### config.mk
export PLATFORM = sky130hd
export DESIGN_NAME = mem_port_arbiter
export DESIGN_NICKNAME = d
export VERILOG_FILES = /design/src/rtl/mem_port_arbiter.sv
export SDC_FILE = /design/constraint.sdc
export NUM_CORES = 1
export LEC_CHECK = 0
export CORE_AREA = 3 3 289 291
export DETAILED_ROUTE_END_ITERATION = 7
export DIE_AREA = 0 0 292 294
export HOLD_SLACK_MARGIN = 0.15
export SYNTH_ARGS = -nofsm -noshare
export SYNTH_HDL_FRONTEND = slang
export SYNTH_SLANG_ARGS = --single-unit
### constraint.sdc
create_clock -name CLK -period 3.01 [get_ports CLK]
set_input_delay 0.4515 -clock CLK [delete_from_list [all_inputs] [get_ports CLK]]
set_output_delay 0.4515 -clock CLK [all_outputs]
set_load 0.02 [all_outputs]
### src/rtl/mem_port_arbiter.sv
// Round-robin arbiter sharing one block memory between the I-cache and D-cache miss paths.
// One memory transaction at a time, with busywait handshakes on both sides and a watchdog.
module mem_port_arbiter #(
  parameter int ADDR_WIDTH     = 28,
  parameter int BLOCK_WIDTH    = 128,
  parameter int TIMEOUT_CYCLES = 64
) (
  input  logic                   CLK,
  input  logic                   RESET,
  input  logic                   I_READ,
  input  logic [ADDR_WIDTH-1:0]  I_ADDRESS,
  output logic [BLOCK_WIDTH-1:0] I_READDATA,
  output logic                   I_BUSYWAIT,
  input  logic                   D_READ,
  input  logic                   D_WRITE,
  input  logic [ADDR_WIDTH-1:0]  D_ADDRESS,
  input  logic [BLOCK_WIDTH-1:0] D_WRITEDATA,
  output logic [BLOCK_WIDTH-1:0] D_READDATA,
  output logic                   D_BUSYWAIT,
  output logic                   MEM_READ,
  output logic                   MEM_WRITE,
  output logic [ADDR_WIDTH-1:0]  MEM_ADDRESS,
  output logic [BLOCK_WIDTH-1:0] MEM_WRITEDATA,
  input  logic [BLOCK_WIDTH-1:0] MEM_READDATA,
  input  logic                   MEM_BUSYWAIT,
  output logic                   GRANT_D,
  output logic                   TIMEOUT_ERR
);

  localparam int WDOG_WIDTH = (TIMEOUT_CYCLES > 2) ? $clog2(TIMEOUT_CYCLES) : 1;
  localparam logic [WDOG_WIDTH-1:0] WDOG_LIMIT = WDOG_WIDTH'(TIMEOUT_CYCLES - 1);

  typedef enum logic [1:0] {
    IDLE = 2'd0,
    BUSY = 2'd1,
    DONE = 2'd2
  } state_t;

  state_t                state;
  logic                  last_grant_d;
  logic                  seen_busy;
  logic [WDOG_WIDTH-1:0] wdog;

  logic i_req;
  logic d_req;
  logic pick_d;
  logic complete;

  assign i_req  = I_READ;
  assign d_req  = D_READ | D_WRITE;
  // On a tie the side that was not served last wins.
  assign pick_d = d_req & (~i_req | ~last_grant_d);

  // Completion needs a busy phase first, so a stale low busywait cannot end a transaction early.
  assign complete = seen_busy & ~MEM_BUSYWAIT;

  assign I_BUSYWAIT = i_req & ~((state == DONE) & ~GRANT_D);
  assign D_BUSYWAIT = d_req & ~((state == DONE) &  GRANT_D);

  always_ff @(posedge CLK or negedge RESET) begin
    if (!RESET) begin
      state         <= IDLE;
      last_grant_d  <= 1'b0;
      seen_busy     <= 1'b0;
      wdog          <= '0;
      MEM_READ      <= 1'b0;
      MEM_WRITE     <= 1'b0;
      MEM_ADDRESS   <= '0;
      MEM_WRITEDATA <= '0;
      I_READDATA    <= '0;
      D_READDATA    <= '0;
      GRANT_D       <= 1'b0;
      TIMEOUT_ERR   <= 1'b0;
    end else begin
      case (state)
        IDLE: begin
          if (i_req | d_req) begin
            GRANT_D   <= pick_d;
            seen_busy <= 1'b0;
            wdog      <= '0;
            state     <= BUSY;
            if (pick_d) begin
              // Read and write together is a write-back.
              MEM_WRITE     <= D_WRITE;
              MEM_READ      <= ~D_WRITE;
              MEM_ADDRESS   <= D_ADDRESS;
              MEM_WRITEDATA <= D_WRITEDATA;
            end else begin
              MEM_WRITE   <= 1'b0;
              MEM_READ    <= 1'b1;
              MEM_ADDRESS <= I_ADDRESS;
            end
          end
        end

        BUSY: begin
          if (MEM_BUSYWAIT) begin
            seen_busy <= 1'b1;
          end
          if (complete) begin
            if (MEM_READ) begin
              if (GRANT_D) begin
                D_READDATA <= MEM_READDATA;
              end else begin
                I_READDATA <= MEM_READDATA;
              end
            end
            MEM_READ     <= 1'b0;
            MEM_WRITE    <= 1'b0;
            last_grant_d <= GRANT_D;
            state        <= DONE;
          end else if (wdog == WDOG_LIMIT) begin
            // The memory never answered: release the requester with an all-zero block.
            TIMEOUT_ERR <= 1'b1;
            if (GRANT_D) begin
              D_READDATA <= '0;
            end else begin
              I_READDATA <= '0;
            end
            MEM_READ  <= 1'b0;
            MEM_WRITE <= 1'b0;
            state     <= DONE;
          end else begin
            wdog <= wdog + WDOG_WIDTH'(1);
          end
        end

        DONE: begin
          state <= IDLE;
        end

        default: begin
          state <= IDLE;
        end
      endcase
    end
  end

endmodule

After elaboration in Yosys (flattened, before gate mapping)
Index checks and enable logic that the tools add are counted.
{"block": "word_totals", "register_bits": 426, "inputBits": 318, "output_inout_bits": 418, "elab_cells": 82}
{"block": "classes", "addsub": 1, "eq_ne": 9, "n_mux": 30, "bitwise": 17, "n_reduce_logical": 13}
{"cell": "$mux W128", "count": 10}
{"cell": "$mux W28", "count": 1}
{"cell": "$mux W6", "count": 3}
{"cell": "$pmux W6 S2", "count": 1}
{"cell": "$reduce_and A3 Y1", "count": 4}
{"cell": "$reduce_and A4 Y1", "count": 3}
{"cell": "$ne A2 B2 Y1 const B", "count": 5}
{"cell": "$mux W1", "count": 8}
{"cell": "$not A1 Y1", "count": 8}
{"cell": "$add A6 B1 Y6 const B", "count": 1}
{"cell": "$and A1 B1 Y1", "count": 6}
{"cell": "$eq A6 B6 Y1 const B", "count": 1}
{"cell": "$mux W2", "count": 3}
{"cell": "$pmux W1 S2", "count": 3}
{"cell": "$reduce_and A2 Y1", "count": 3}
{"cell": "$pmux W2 S2", "count": 1}
{"cell": "$reduce_bool A2 Y1", "count": 2}
{"cell": "$ne A3 B3 Y1 const B", "count": 1}
{"cell": "$or A1 B1 Y1", "count": 3}
{"cell": "$eq A2 B1 Y1 const B", "count": 1}
{"cell": "$eq A2 B2 Y1 const B", "count": 1}
{"cell": "$logic_not A2 Y1", "count": 1}

Longest topological paths before layout
{"block": "depth", "depth_word": 6, "mapped_depth": 7, "mapped_depth_nobuf": 5}

Least setup slack after synthesis
No wires, ideal clock.
{"block": "synth_timing", "path_kind": "register to register", "startpoint": "reg wdog[0]", "endpoint": "reg D_READDATA[107]", "setup_time_ps": 66, "t_arrival_ps": 1760, "required_time_ps": 2944, "slack_ps": 1183, "path_stages_with_launch": 8, "n_path_buf": 2, "period_less_slack_ps": 1827, "path_cell_list": "dfrtp_1 > ha_1 > and4_1 > a31oi_1 > nand3b_1 > buf_2 > buf_1 > a22o_1"}
{"block": "synth_via", "elab_chain_cells": 3}
{"element": "start, declared", "line": "42", "source": "logic [WDOG_WIDTH-1:0] wdog;"}
{"element": "start signal, assigned", "line": "124", "source": "wdog <= wdog + WDOG_WIDTH'(1);"}
{"element": "$eq A6 B6 Y1", "line": "112", "source": "end else if (wdog == WDOG_LIMIT) begin"}
{"element": "$reduce_bool A2 Y1 (no source line)"}
{"element": "$reduce_and A4 Y1 (no source line)"}
{"element": "end signal, assigned", "line": "71", "source": "D_READDATA <= '0;"}
{"element": "end signal, assigned", "line": "103", "source": "D_READDATA <= MEM_READDATA;"}
{"element": "end signal, assigned", "line": "116", "source": "D_READDATA <= '0;"}
{"element": "end, declared", "line": "18", "source": "output logic [BLOCK_WIDTH-1:0] D_READDATA,"}
Every way passes these cells.
A chain may end at the register's enable or synchronous reset.

Final worst setup path
{"block": "layout_timing", "startpoint": "reg state[1]", "endpoint": "out I_BUSYWAIT"}
{"block": "layout_via", "elab_chain_cells": 4}
{"element": "start, declared", "line": "39", "source": "state_t state;"}
{"element": "start signal, assigned", "line": "62", "source": "state <= IDLE;"}
{"element": "start signal, assigned", "line": "81", "source": "state <= BUSY;"}
{"element": "start signal, assigned", "line": "111", "source": "state <= DONE;"}
{"element": "$eq A2 B2 Y1", "line": "57", "source": "assign I_BUSYWAIT = i_req & ~((state == DONE) & ~GRANT_D);"}
{"element": "$and A1 B1 Y1", "line": "57"}
{"element": "$not A1 Y1", "line": "57"}
{"element": "$and A1 B1 Y1", "line": "57"}
{"element": "end, declared", "line": "13", "source": "output logic I_BUSYWAIT,"}
Every way passes these cells.

==> flow_summary.toml <==
[outcome]
status = "complete, no violations"

[floorplanning]
die_y_um = 294
die_x_um = 292
initial_core_util_pct = 19.5
io_pins = 736
core-area_um2 = 80800
die-area_um2 = 85800
num_rows = 104

[power]
power_frac_seq_pct = 34.1
p_leak_nw = 11.3
power_density_nw_per_um2 = 1090
ir_drop_v = 0.000610
internal-power_mw = 18.3
p_comb_share_pct = 44.9
power.total_mw = 28.4
switchingPower_mw = 10.0
p_clk_share_pct = 21.1
swShare_pct = 35.4

[synth]
synth_top_area_share_pct = 67.8
synth.largest_area_cell = "dfrtp_1"
yosys-top-cells-count = "dfrtp_1, a22o_1, mux2_2"
synth.most_common_cell = "dfrtp_1"
synth_area_um2 = 15700
ys_async_sr_fraction_pct = 100
synth_nets = 1361
yosys-top-cells-area = "dfrtp_1, a22o_1, mux2_2"
yosysWarnings = 0
ys_seq_elements = 426
syn_inst = 1042
synth_edf_count = 0
avgSynthCellArea_um2 = 15.1
ys_seq_area_share_pct = 67.8
ys.flop_type = "dfrtp_1"
synth_cell_type_count = 37

[critical_path]
crit_path_end_kind = "output port"
critPathRequiredTime_ps = 2560
path_cells = "inv_1 -> o31a_1 -> clkdlybuf4s50_1"
crit_arrival_ps = 1960
r2r-end = "I_READDATA[124]"
regToRegStartpoint = "wdog[0]"
worstPathMaxFanout = 6
worstSetupPathType = "flip-flop to output port"
critPathLaunchType = "flip-flop"
cpPeakStageDelay_ps = 570
cpMaxStageDelayCell = "clkdlybuf4s50_1"
worstRegToRegCells = 6
ff2ff_setup_slack_ps = 730

[clock_network]
h-tree-depth = 2
clk_pin_slew_worst_paths_ps = 60
insertion_delay_ps = 580
ctsRootBufferMaster = "clkbuf_16"
clockBufferDepth = 3
cts_buffers = 48
cts_sinks = 426
cts_tree = "built"
post_cts.repair.setup_buffers = 0

[global_routing]
grt_util_all_layers_pct = 13.1
overflow = 0
antenna_found_initial = 12
grt_pass1_wl_mm = 86.6
grt_pass1_vias = 13300
grt_max_degree = 89

[min_path]
whs_endpoint = "MEM_WRITEDATA[76]"
worstHoldStart = "D_WRITEDATA[76]"
hold_path.class = "primary input to flip-flop"
min_path_cells = 2

[cells_and_area]
final_cell_area_um2 = 26100
nets = 2102
drive_gt1_share_pct = 13.6
stdcell_count = 2882
areaGrowthSynthToFinish_pct = 65.8
fillCellCount = 7937
fin_util_pct = 32.3

[timing]
fin_tns_setup_ps = 0
fin_crit_ps = 2410
maxClockFrequency_mhz = 415
grt_setup_unrepaired = "no"
finalCritPeriodShare_pct = 80.0
slew_headroom_pct = 42.5
tightest_slew_ps = 863
whs_ps = 473
hold_viol = 0
setup_slack_ps = 602
finalMaxSlewViolations = 0
finClkSkew_ps = 19.5
setup_violations = 0

[routing]
viasPerCell = 4.20
wl_mm = 58.9
wl_per_cell_um = 20.4
drt-initial-drc-count = 535
drt-pass1-iter-count = 6
ant_nets = 0
drcViolationCount = 0
vias = 12100

[place]
hpwl_mm = 43.7
gp_congestion = 0.822
port_buffers = 735
dpl.cell_count = 2792
place_ws_ps = 533
place_area_um2 = 24400

[flow_run]
maxCapViolations = 0
-- final cells by class --
| cell class | count | area (um2) | area share [%] |
|---|---|---|---|
| tap | 1060 | 1330 | 5.09 |
| sequential | 426 | 10700 | 40.9 |
| clock inverter | 13 | 201 | 0.773 |
| antenna | 4 | 10.0 | 0.0384 |
| timing repair buffer | 774 | 7830 | 30.0 |
| clock buffer | 72 | 1420 | 5.45 |
| multi-input combinational | 529 | 4610 | 17.7 |
| inverter | 4 | 15.0 | 0.0576 |
-- power by group through the flow --
stage / Combinational (mW) / Sequential (mW) / Clock, mW
5_1_grt: 13.4 / 9.99 / 6.43
3_5_place_dp: 12.9 / 9.70 / 0
3_3_place_gp: 12.8 / 9.66 / 0
6_report: 12.7 / 9.67 / 5.99
2_1_floorplan: 3.24 / 12.4 / 0
4_1_cts: 12.9 / 9.68 / 6.22
-- routing by layer --
metal / routed length, um / vias up / global-route usage (%)
li1: - / 5378 / -
met1: 22000 / 6079 / 14.7
met2: 30200 / 551 / 23.3
met3: 4660 / 97 / 4.12
met4: 1970 / 2 / 4.91
met5: 17 / - / 0
-- layout by cell type, fill, tap and decap left out, types with 2 or more instances in the layout --
cell / netlist / final
inv_1: 4 / 4
clkbuf_1: 16 / 11
a22o_1: 257 / 257
nand3_1: 9 / 8
dfrtp_1: 426 / 426
nand2_1: 41 / 41
o21ai_0: 31 / 31
clkbuf_16: 0 / 48
buf_12: 0 / 14
a31oi_1: 2 / 2
clkdlybuf4s50_1: 0 / 734
a21oi_1: 3 / 2
bufinv_16: 0 / 4
mux2_2: 129 / 129
mux2i_1: 28 / 28
clkinv_2: 0 / 4
nor2b_1: 2 / 2
buf_4: 0 / 24
nand2b_1: 2 / 2
diode_2: 0 / 4
nor3_1: 2 / 2
clkbuf_8: 0 / 13
nor2_1: 4 / 3
-- timing repair --
action | in CTS | in global routing
gates resized for setup | 0 | 0
endpoints found under the hold margin | 71 | 0
hold buffers | 1 | 0
-- worst max path at each step --
stage	from	to	slack (ps)
after CTS	state[1]	I_BUSYWAIT	540
after detailed placement	MEM_BUSYWAIT	I_READDATA[10]	530
final	state[1]	I_BUSYWAIT	600
after floorplan	wdog[0]	D_READDATA[107]	1180
after global placement	MEM_BUSYWAIT	I_READDATA[52]	510
after global routing	state[1]	I_BUSYWAIT	510
-- worst max-delay path, delay by kind of cell (launching register included) --
kind	cells	cell delay (ps)
buffers and inverters	2	680
flip-flops	1	420
AO/OA/AOI/OAI	1	280
-- flip-flops by register name, summed over array words and instances, names as in the netlist --
signal	cells
D_READDATA	128
I_READDATA	128
MEM_WRITEDATA	128
MEM_ADDRESS	28
wdog	6
state	2
GRANT_D	1
MEM_READ	1
MEM_WRITE	1
TIMEOUT_ERR	1
last_grant_d	1
seen_busy	1
-- cells by family after synthesis --
group                      share of synthesized area, %
muxes                                              11.0
AOI/OAI and AO/OA                                  16.0
DFF                                                67.8
adders and majority gates                        0.0796
and+or+nand+nor                                    1.98
buffers and inverters                              3.14
(Power assumes the default switching activity.)
